**src/rtl/if_id_queue.sv**
```systemverilog
// if_id_queue: the fetch-to-decode decoupling FIFO for the pipelined MIPS datapath.
// It holds {instruction, PC+4} pairs and presents the oldest one to decode,
// along with a beq predecode flag and the computed branch target.
// A flush discards every buffered entry on a taken branch or redirect.
module if_id_queue #(
  parameter int DEPTH = 2,
  localparam int PTR_W = $clog2(DEPTH)
) (
  input  logic             clk,
  input  logic             reset,
  input  logic             in_valid,
  output logic             in_ready,
  input  logic [31:0]      in_instr,
  input  logic [31:0]      in_pc_plus4,
  input  logic             flush,
  output logic             out_valid,
  input  logic             out_ready,
  output logic [31:0]      out_instr,
  output logic [31:0]      out_pc_plus4,
  output logic             out_is_beq,
  output logic [31:0]      out_branch_target,
  output logic [PTR_W:0]   count
);

  localparam logic [PTR_W:0] FULL_COUNT = (PTR_W + 1)'(DEPTH);
  localparam logic [5:0]     OP_BEQ     = 6'b000100;

  logic [31:0]      instr_mem [DEPTH];
  logic [31:0]      pc_mem    [DEPTH];
  logic [PTR_W-1:0] wr_ptr;
  logic [PTR_W-1:0] rd_ptr;

  logic             push;
  logic             pop;
  logic             empty;
  logic [31:0]      head_instr;
  logic [31:0]      head_pc;
  logic [31:0]      branch_offset;

  // Handshake qualifiers. in_ready ignores out_ready, so no ready path runs
  // combinationally through the queue, and flush blocks both sides.
  always_comb begin
    empty     = (count == '0);
    in_ready  = (count != FULL_COUNT) & ~flush;
    out_valid = ~empty & ~flush;
    push      = in_valid & in_ready;
    pop       = out_valid & out_ready;
  end

  // Write side: store the entry at wr_ptr on each accepted push. Reset clears storage.
  always_ff @(posedge clk or posedge reset) begin
    if (reset) begin
      for (int unsigned i = 0; i < DEPTH; i++) begin
        instr_mem[i] <= '0;
        pc_mem[i]    <= '0;
      end
    end else if (push) begin
      instr_mem[wr_ptr] <= in_instr;
      pc_mem[wr_ptr]    <= in_pc_plus4;
    end
  end

  // Pointers and occupancy. Flush overrides everything. Pointers wrap naturally
  // because DEPTH is a power of two.
  always_ff @(posedge clk or posedge reset) begin
    if (reset) begin
      wr_ptr <= '0;
      rd_ptr <= '0;
      count  <= '0;
    end else if (flush) begin
      wr_ptr <= '0;
      rd_ptr <= '0;
      count  <= '0;
    end else begin
      if (push) begin
        wr_ptr <= wr_ptr + 1'b1;
      end
      if (pop) begin
        rd_ptr <= rd_ptr + 1'b1;
      end
      case ({push, pop})
        2'b10:   count <= count + 1'b1;
        2'b01:   count <= count - 1'b1;
        default: count <= count;
      endcase
    end
  end

  // Head read and predecode. Data outputs are forced to zero while the queue is empty.
  always_comb begin
    head_instr = '0;
    head_pc    = '0;
    if (!empty) begin
      head_instr = instr_mem[rd_ptr];
      head_pc    = pc_mem[rd_ptr];
    end
    branch_offset     = {{14{head_instr[15]}}, head_instr[15:0], 2'b00};
    out_instr         = head_instr;
    out_pc_plus4      = head_pc;
    out_is_beq        = (head_instr[31:26] == OP_BEQ);
    out_branch_target = head_pc + branch_offset;
  end

endmodule
```
**config.mk**
```make
export PLATFORM = sky130hd
export DESIGN_NAME = if_id_queue
export DESIGN_NICKNAME = d
export VERILOG_FILES = /design/src/rtl/if_id_queue.sv
export SDC_FILE = /design/constraint.sdc
export NUM_CORES = 1
export LEC_CHECK = 0
export CORE_MARGIN = 3
export CORE_UTILIZATION = 51
export CTS_BUF_LIST = sky130_fd_sc_hd__clkbuf_8 sky130_fd_sc_hd__clkbuf_16
export DETAILED_ROUTE_END_ITERATION = 6
export PLACE_DENSITY = 0.93
export SKIP_LAST_GASP = 1
export SYNTH_ARGS = -nofsm -noshare
export SYNTH_HDL_FRONTEND = slang
export SYNTH_SLANG_ARGS = --single-unit
```
**constraint.sdc**
```tcl
create_clock -name clk -period 5.1 [get_ports clk]
set_input_delay 1.02 -clock clk [delete_from_list [all_inputs] [get_ports clk]]
set_output_delay 1.02 -clock clk [all_outputs]
set_load 0.1 [all_outputs]
```
==> results_dict.tcl, run 1 <==
set metrics [dict create \
    synth-main-ff-cell "dfrtp_1" \
    synth_seq_area_share 0.436 \
    power.density_nw_per_um2 501 \
    hold_slack_ns 0.505 \
    die_w_um 128 \
    first_global_vias 6619 \
    grt_max_degree 65 \
    cap_violations 0 \
    cts_buffers 17 \
    arrival_ns 4.08 \
    path_cells "buf_4 -> mux2i_1 -> nor2_4 -> ha_1 -> nand2_1 -> nor2_1 -> o2111ai_2 -> a211oi_2 -> nor2_2 -> o31ai_4 -> xor2_4 -> buf_12" \
    p_leak_nw 4.55 \
    fin_setup_tns_ns 0 \
    synthToLayoutAreaGrowth_pct 47.2 \
    pre_cts_ws_ns 0.488 \
    tightest_slew_ns 1.05 \
    fin_ws_ns 0.00392 \
    via_count 6297 \
    syn_area_sq_um 7580 \
    routed_wl_mm 23.0 \
    crit_path_max_fanout 12 \
    cts-root-buf "clkbuf_16" \
    stdcell_area_sq_um 11200 \
    fin_nets 944 \
    cpPeakStageDelay_ns 0.56 \
    cts_hold_buf 0 \
    cts_tree "built" \
    io_pins 170 \
    portBuffers 169 \
    slew-limit-headroom 0.298 \
    critical_path_class "flop to output pin" \
    clockBufferDepth 2 \
    grt_overflow_total 0 \
    cts_sinks 132 \
    final_util 0.786 \
    outcome "finished, final reports clean" \
    syn_nets 778 \
    finalMaxSlewViolations 0 \
    hold_violations 0 \
    dpl_cell_area_sq_um 10400 \
    synth_edf_count 0 \
    post-route-period-util 0.999 \
    setup_viol 0 \
    dr.pass1.iters 5 \
    ys_types 49 \
    period_needed_ns 5.10 \
    hpwl_mm 15.7 \
    via_per_inst 6.07 \
    htree_levels 4 \
    start_util 0.534 \
    yosys_warnings 0 \
    max_freq_mhz 196 \
    wl_per_cell_um 22.1 \
    dieArea_sq_um 16400 \
    num_rows 43 \
    grt_pass1_wl_mm 35.8 \
    synthArstFlopShare 1.00 \
    synth_seq_cells 132 \
    core_area_sq_um 14200 \
    clk_pin_slew_worst_paths_ns 0.06 \
    globalplace.congestion 0.911 \
    ant_nets 0 \
    cp-end-kind "output pin" \
    start_kind "flop" \
    required_ns 4.08 \
    vdd_ir_drop_max_uv 346 \
    gr-usage-all-layers 0.281 \
    syn_inst 679 \
    insertion_delay_ns 0.42 \
    route.detailed.drc 0 \
    hold_path.class "flop to flop" \
    antenna_found_initial 1 \
    drive_gt1_frac 0.380 \
    drt_iter0_drc 399 \
    crit_slowest_cell "dfrtp_4" \
    die_h_um 128 \
    final.setup_skew_ns 0.00684 \
    syn_area_per_cell_sq_um 11.2 \
]
-- power by group --
| part | internal, mW | switching (mW) |
|---|---|---|
| clock network | 0.822 | 0.471 |
| registers | 1.34 | 0.173 |
| logic | 0.951 | 1.84 |
| total | 3.11 | 2.48 |
-- cells in the mapped netlist, types with 4 or more instances --
master | number | area [sq um]
a211oi_1 | 5 | 37.5
a21o_1 | 11 | 82.6
a21oi_1 | 25 | 125
a31oi_1 | 8 | 50.1
buf_1 | 4 | 15.0
buf_2 | 18 | 90.1
buf_6 | 6 | 67.6
clkbuf_1 | 10 | 37.5
dfrtp_1 | 132 | 3300
ha_1 | 29 | 363
inv_1 | 9 | 33.8
mux2_2 | 130 | 1460
mux2i_1 | 62 | 621
nand2_1 | 26 | 97.6
nand3_1 | 7 | 35.0
nand4_1 | 8 | 50.1
nor2_1 | 90 | 338
nor2b_1 | 5 | 31.3
o21a_1 | 4 | 30.0
o21ai_0 | 18 | 90.1
o21bai_1 | 5 | 37.5
xnor2_1 | 15 | 131
xor2_1 | 14 | 123
-- through the flow --
stage                     instances  power, mW
after detailed placement        997       4.26
after global placement          997       4.18
after CTS                      1029       5.58
after global routing           1038       5.79
after floorplan                 679       3.54
final                          1038       5.60
-- cell families after synthesis --
logic type	after synthesis	share of synthesized area
multiplexers	192	0.275
buffers and inverters	50	0.0348
adder cells (fa/ha/maj)	30	0.0505
AO/OA/AOI/OAI	98	0.0870
XOR/XNOR	29	0.0335
AND/OR/NAND/NOR	148	0.0834
flip-flops	132	0.436
-- sequential cells by signal, indices dropped and copies added, names as in the netlist --
signal and cells:
instr_mem 64, pc_mem 64, count 2, rd_ptr 1
wr_ptr 1
-- critical path, delay by kind of cell (launching register included) --
family          cells  cell delay, ns
compound gates      3            0.98
xor+xnor            1            0.21
fa+ha+maj           1            0.42
buf+inv             2            0.44
flops               1            0.56
mux                 1            0.33
simple gates        4            0.69
-- area by class of cell --
class	count	area, sq um
clock buffer	21	480
multi-input combinational	497	4890
antenna	1	2.50
clock inverter	10	144
timing repair buffer	188	2070
tap	180	225
fill	795	3040
inverter	9	36.3
sequential	132	3310
-- path summary, 6_finish.rpt --
check,from,endpoint,slack (ns),cells after the start
max in group asynchronous,reset,rd_ptr,3.02,3
min reg2reg,instr_mem[63],instr_mem[63],0.51,1
max reg2reg,count[1],instr_mem[36],2.56,5
max,rd_ptr,out_branch_target[30],0.004,12
min in group asynchronous,reset,instr_mem[59],1.06,2
min,instr_mem[63],instr_mem[63],0.51,1
-- layout by cell type, fill, tap and decap left out, drive strengths merged, types with 14 or more instances in the layout --
cell           netlist  layout
xnor2               15      15
nor2                90      90
buf                 30      51
clkdlybuf4s50        0     137
ha                  29      29
o21ai               22      22
dfrtp              132     132
mux2               130     130
nand2               26      26
a21oi               25      25
clkbuf              11      21
xor2                14      14
mux2i               62      62
-- routing by layer --
| layer | global-route usage | share of wire |
|---|---|---|
| met1 | 0.356 | 0.40 |
| met5 | 0 | 0 |
| met3 | 0.0721 | 0.069 |
| met2 | 0.464 | 0.51 |
| met4 | 0.107 | 0.029 |
-- repair_timing --
item	in CTS	in global routing
resized for setup	0	12
hold endpoints to repair	0	0
endpoints found under the setup margin	3	6
setup buffers	1	8
pin swaps	0	2
Power figures use the tool's default switching activity.
==> run 2, diff against run 1 <==
--- a/config.mk
+++ b/config.mk
@@ -5,11 +5,12 @@
 export SDC_FILE = /design/constraint.sdc
 export NUM_CORES = 1
 export LEC_CHECK = 0
-export CORE_MARGIN = 3
 export CORE_UTILIZATION = 51
 export CTS_BUF_LIST = sky130_fd_sc_hd__clkbuf_8 sky130_fd_sc_hd__clkbuf_16
 export DETAILED_ROUTE_END_ITERATION = 6
+export MAX_ROUTING_LAYER = met4
 export PLACE_DENSITY = 0.93
+export REMOVE_ABC_BUFFERS = 1
 export SKIP_LAST_GASP = 1
 export SYNTH_ARGS = -nofsm -noshare
 export SYNTH_HDL_FRONTEND = slang
==> results_dict.tcl, run 2 (synthesis gave the netlist of run 1 again) <==
set metrics [dict create \
    pre_cts_ws_ns 0.499 \
    start_kind "flop" \
    rr_worst_depth 5 \
    num_rows 44 \
    final.setup_skew_ns 0.00653 \
    grt_pass1_wl_mm 30.8 \
    power.density_nw_per_um2 508 \
    via_count 5980 \
    clockPowerShare 0.231 \
    via_per_inst 5.74 \
    max_freq_mhz 199 \
    antenna_found_initial 0 \
    fin_ws_ns 0.0650 \
    intPower_mw 2.91 \
    crit_path_max_fanout 10 \
    start_util 0.522 \
    clockBufferDepth 2 \
    finalMaxSlewViolations 0 \
    share_comb_of_total_power 0.481 \
    final_common_cell "clkdlybuf4s50_1" \
    worstHoldPathCells 1 \
    cts_tree "built" \
    cap_violations 0 \
    r2r_setup_slack_ns 2.70 \
    finalPower_mw 5.21 \
    fin_nets 945 \
    vdd_ir_drop_max_uv 320 \
    dieArea_sq_um 15400 \
    fillers 1021 \
    die_h_um 124 \
    period_needed_ns 5.03 \
    netSwitchingFraction 0.441 \
    cp.depth 13 \
    antenna_cells 0 \
    drive_gt1_frac 0.266 \
    insertion_delay_ns 0.42 \
    wl_per_cell_um 19.3 \
    hpwl_mm 13.8 \
    portBuffers 169 \
    worstPathBufferInverterCount 2 \
    routed_wl_mm 20.1 \
    hold_violations 0 \
    crit_slowest_cell "dfrtp_4" \
    r2r-end "instr_mem[21]" \
    critical_path_class "flop to output pin" \
    clk_pin_slew_worst_paths_ns 0.06 \
    slew-limit-headroom 0.296 \
    stdcell_area_sq_um 10200 \
    hold_path.class "flop to flop" \
    arrival_ns 4.01 \
    first_global_vias 6078 \
    p_leak_nw 4.35 \
    drt_iter0_drc 308 \
    cts-root-buf "clkbuf_16" \
    die_w_um 124 \
    gr-usage-all-layers 0.276 \
    path_cells "mux2i_1 -> nor2_1 -> ha_2 -> inv_1 -> fa_1 -> nand2b_1 -> a211oi_2 -> o2111ai_2 -> a211oi_2 -> nor2_1 -> o31ai_2 -> xor2_1 -> buf_12" \
    crit_family "compound AO/OA/AOI/OAI gates" \
    globalplace.congestion 0.876 \
    outcome "finished, final reports clean" \
    layout_common_cells "clkdlybuf4s50_1 (136), dfrtp_1 (131), mux2_2 (130)" \
    reg_top3 "instr_mem x64, pc_mem x64, count x2" \
    cp-end-kind "output pin" \
    htree_levels 4 \
    ant_nets 0 \
    grt_overflow_total 0 \
    core_area_sq_um 14500 \
    cts_sinks 132 \
    io_pins 170 \
    p_sw_mw 2.29 \
    post-route-period-util 0.987 \
    dpl_cell_area_sq_um 9570 \
    synthToLayoutAreaGrowth_pct 35.1 \
    pwr-share-seq 0.289 \
    tightest_slew_ns 1.05 \
    dr.pass1.iters 5 \
    crit-reg2reg-launch "count[1]" \
    hp-start "pc_mem[16]" \
    setup_viol 0 \
    cpPeakStageDelay_ns 0.56 \
    cts_buffers 17 \
    route.detailed.drc 0 \
    min_to "pc_mem[16]" \
    required_ns 4.08 \
    grt_max_degree 84 \
]
## run 2: worst max-delay path by stage
stage	from	end	slack, ns
4_1_cts	rd_ptr	out_branch_target[30]	0.03
2_1_floorplan	count[0]	out_branch_target[31]	-3.87
6_report	rd_ptr	out_branch_target[30]	0.07
5_1_grt	rd_ptr	out_branch_target[25]	-0.14
3_5_place_dp	rd_ptr	out_branch_target[22]	0.50
3_3_place_gp	rd_ptr	out_branch_target[26]	0.56
## run 2: final cells by class
cell class,instances,area [sq um],area share
sequential,132,3310,0.323
clock inverter,11,113,0.0110
multi-input combinational,497,4060,0.397
timing repair buffer,189,2030,0.198
inverter,9,36.3,0.00354
clock buffer,20,467,0.0456
tap,184,230,0.0225
## run 2: layer usage
layer,GRT usage,vias up,wire [um]
li1,-,2772,-
met1,0.330,2969,8270
met2,0.444,202,9900
met3,0.0760,37,1520
met4,0.107,0,454
met5,-,-,0
## run 2: power groups by stage
stage | clock [mW] | combinational (mW) | sequential, mW
after floorplan | 0 | 1.81 | 1.48
after global placement | 0 | 2.43 | 1.50
after detailed placement | 0 | 2.47 | 1.52
after CTS | 1.21 | 2.48 | 1.50
after global routing | 1.26 | 2.61 | 1.53
final | 1.20 | 2.50 | 1.50
## run 2: through the flow
stage | hold WS [ns] | setup TNS (ns) | cells | util
5_1_grt | 0.512 | -0.331 | 1042 | 0.705
3_5_place_dp | 0.493 | 0 | 1002 | 0.658
2_1_floorplan | 0.474 | -122.10 | 638 | -
4_1_cts | 0.506 | 0 | 1033 | 0.698
3_3_place_gp | 0.487 | 0 | 1002 | 0.658
6_report | 0.501 | 0 | 1042 | 0.705
## run 2: repair_timing
| action | CTS | global route |
|---|---|---|
| hold buffers | 0 | 0 |
| setup buffers | 0 | 9 |
| endpoints found under the setup margin | 0 | 7 |
| resized for setup | 0 | 6 |
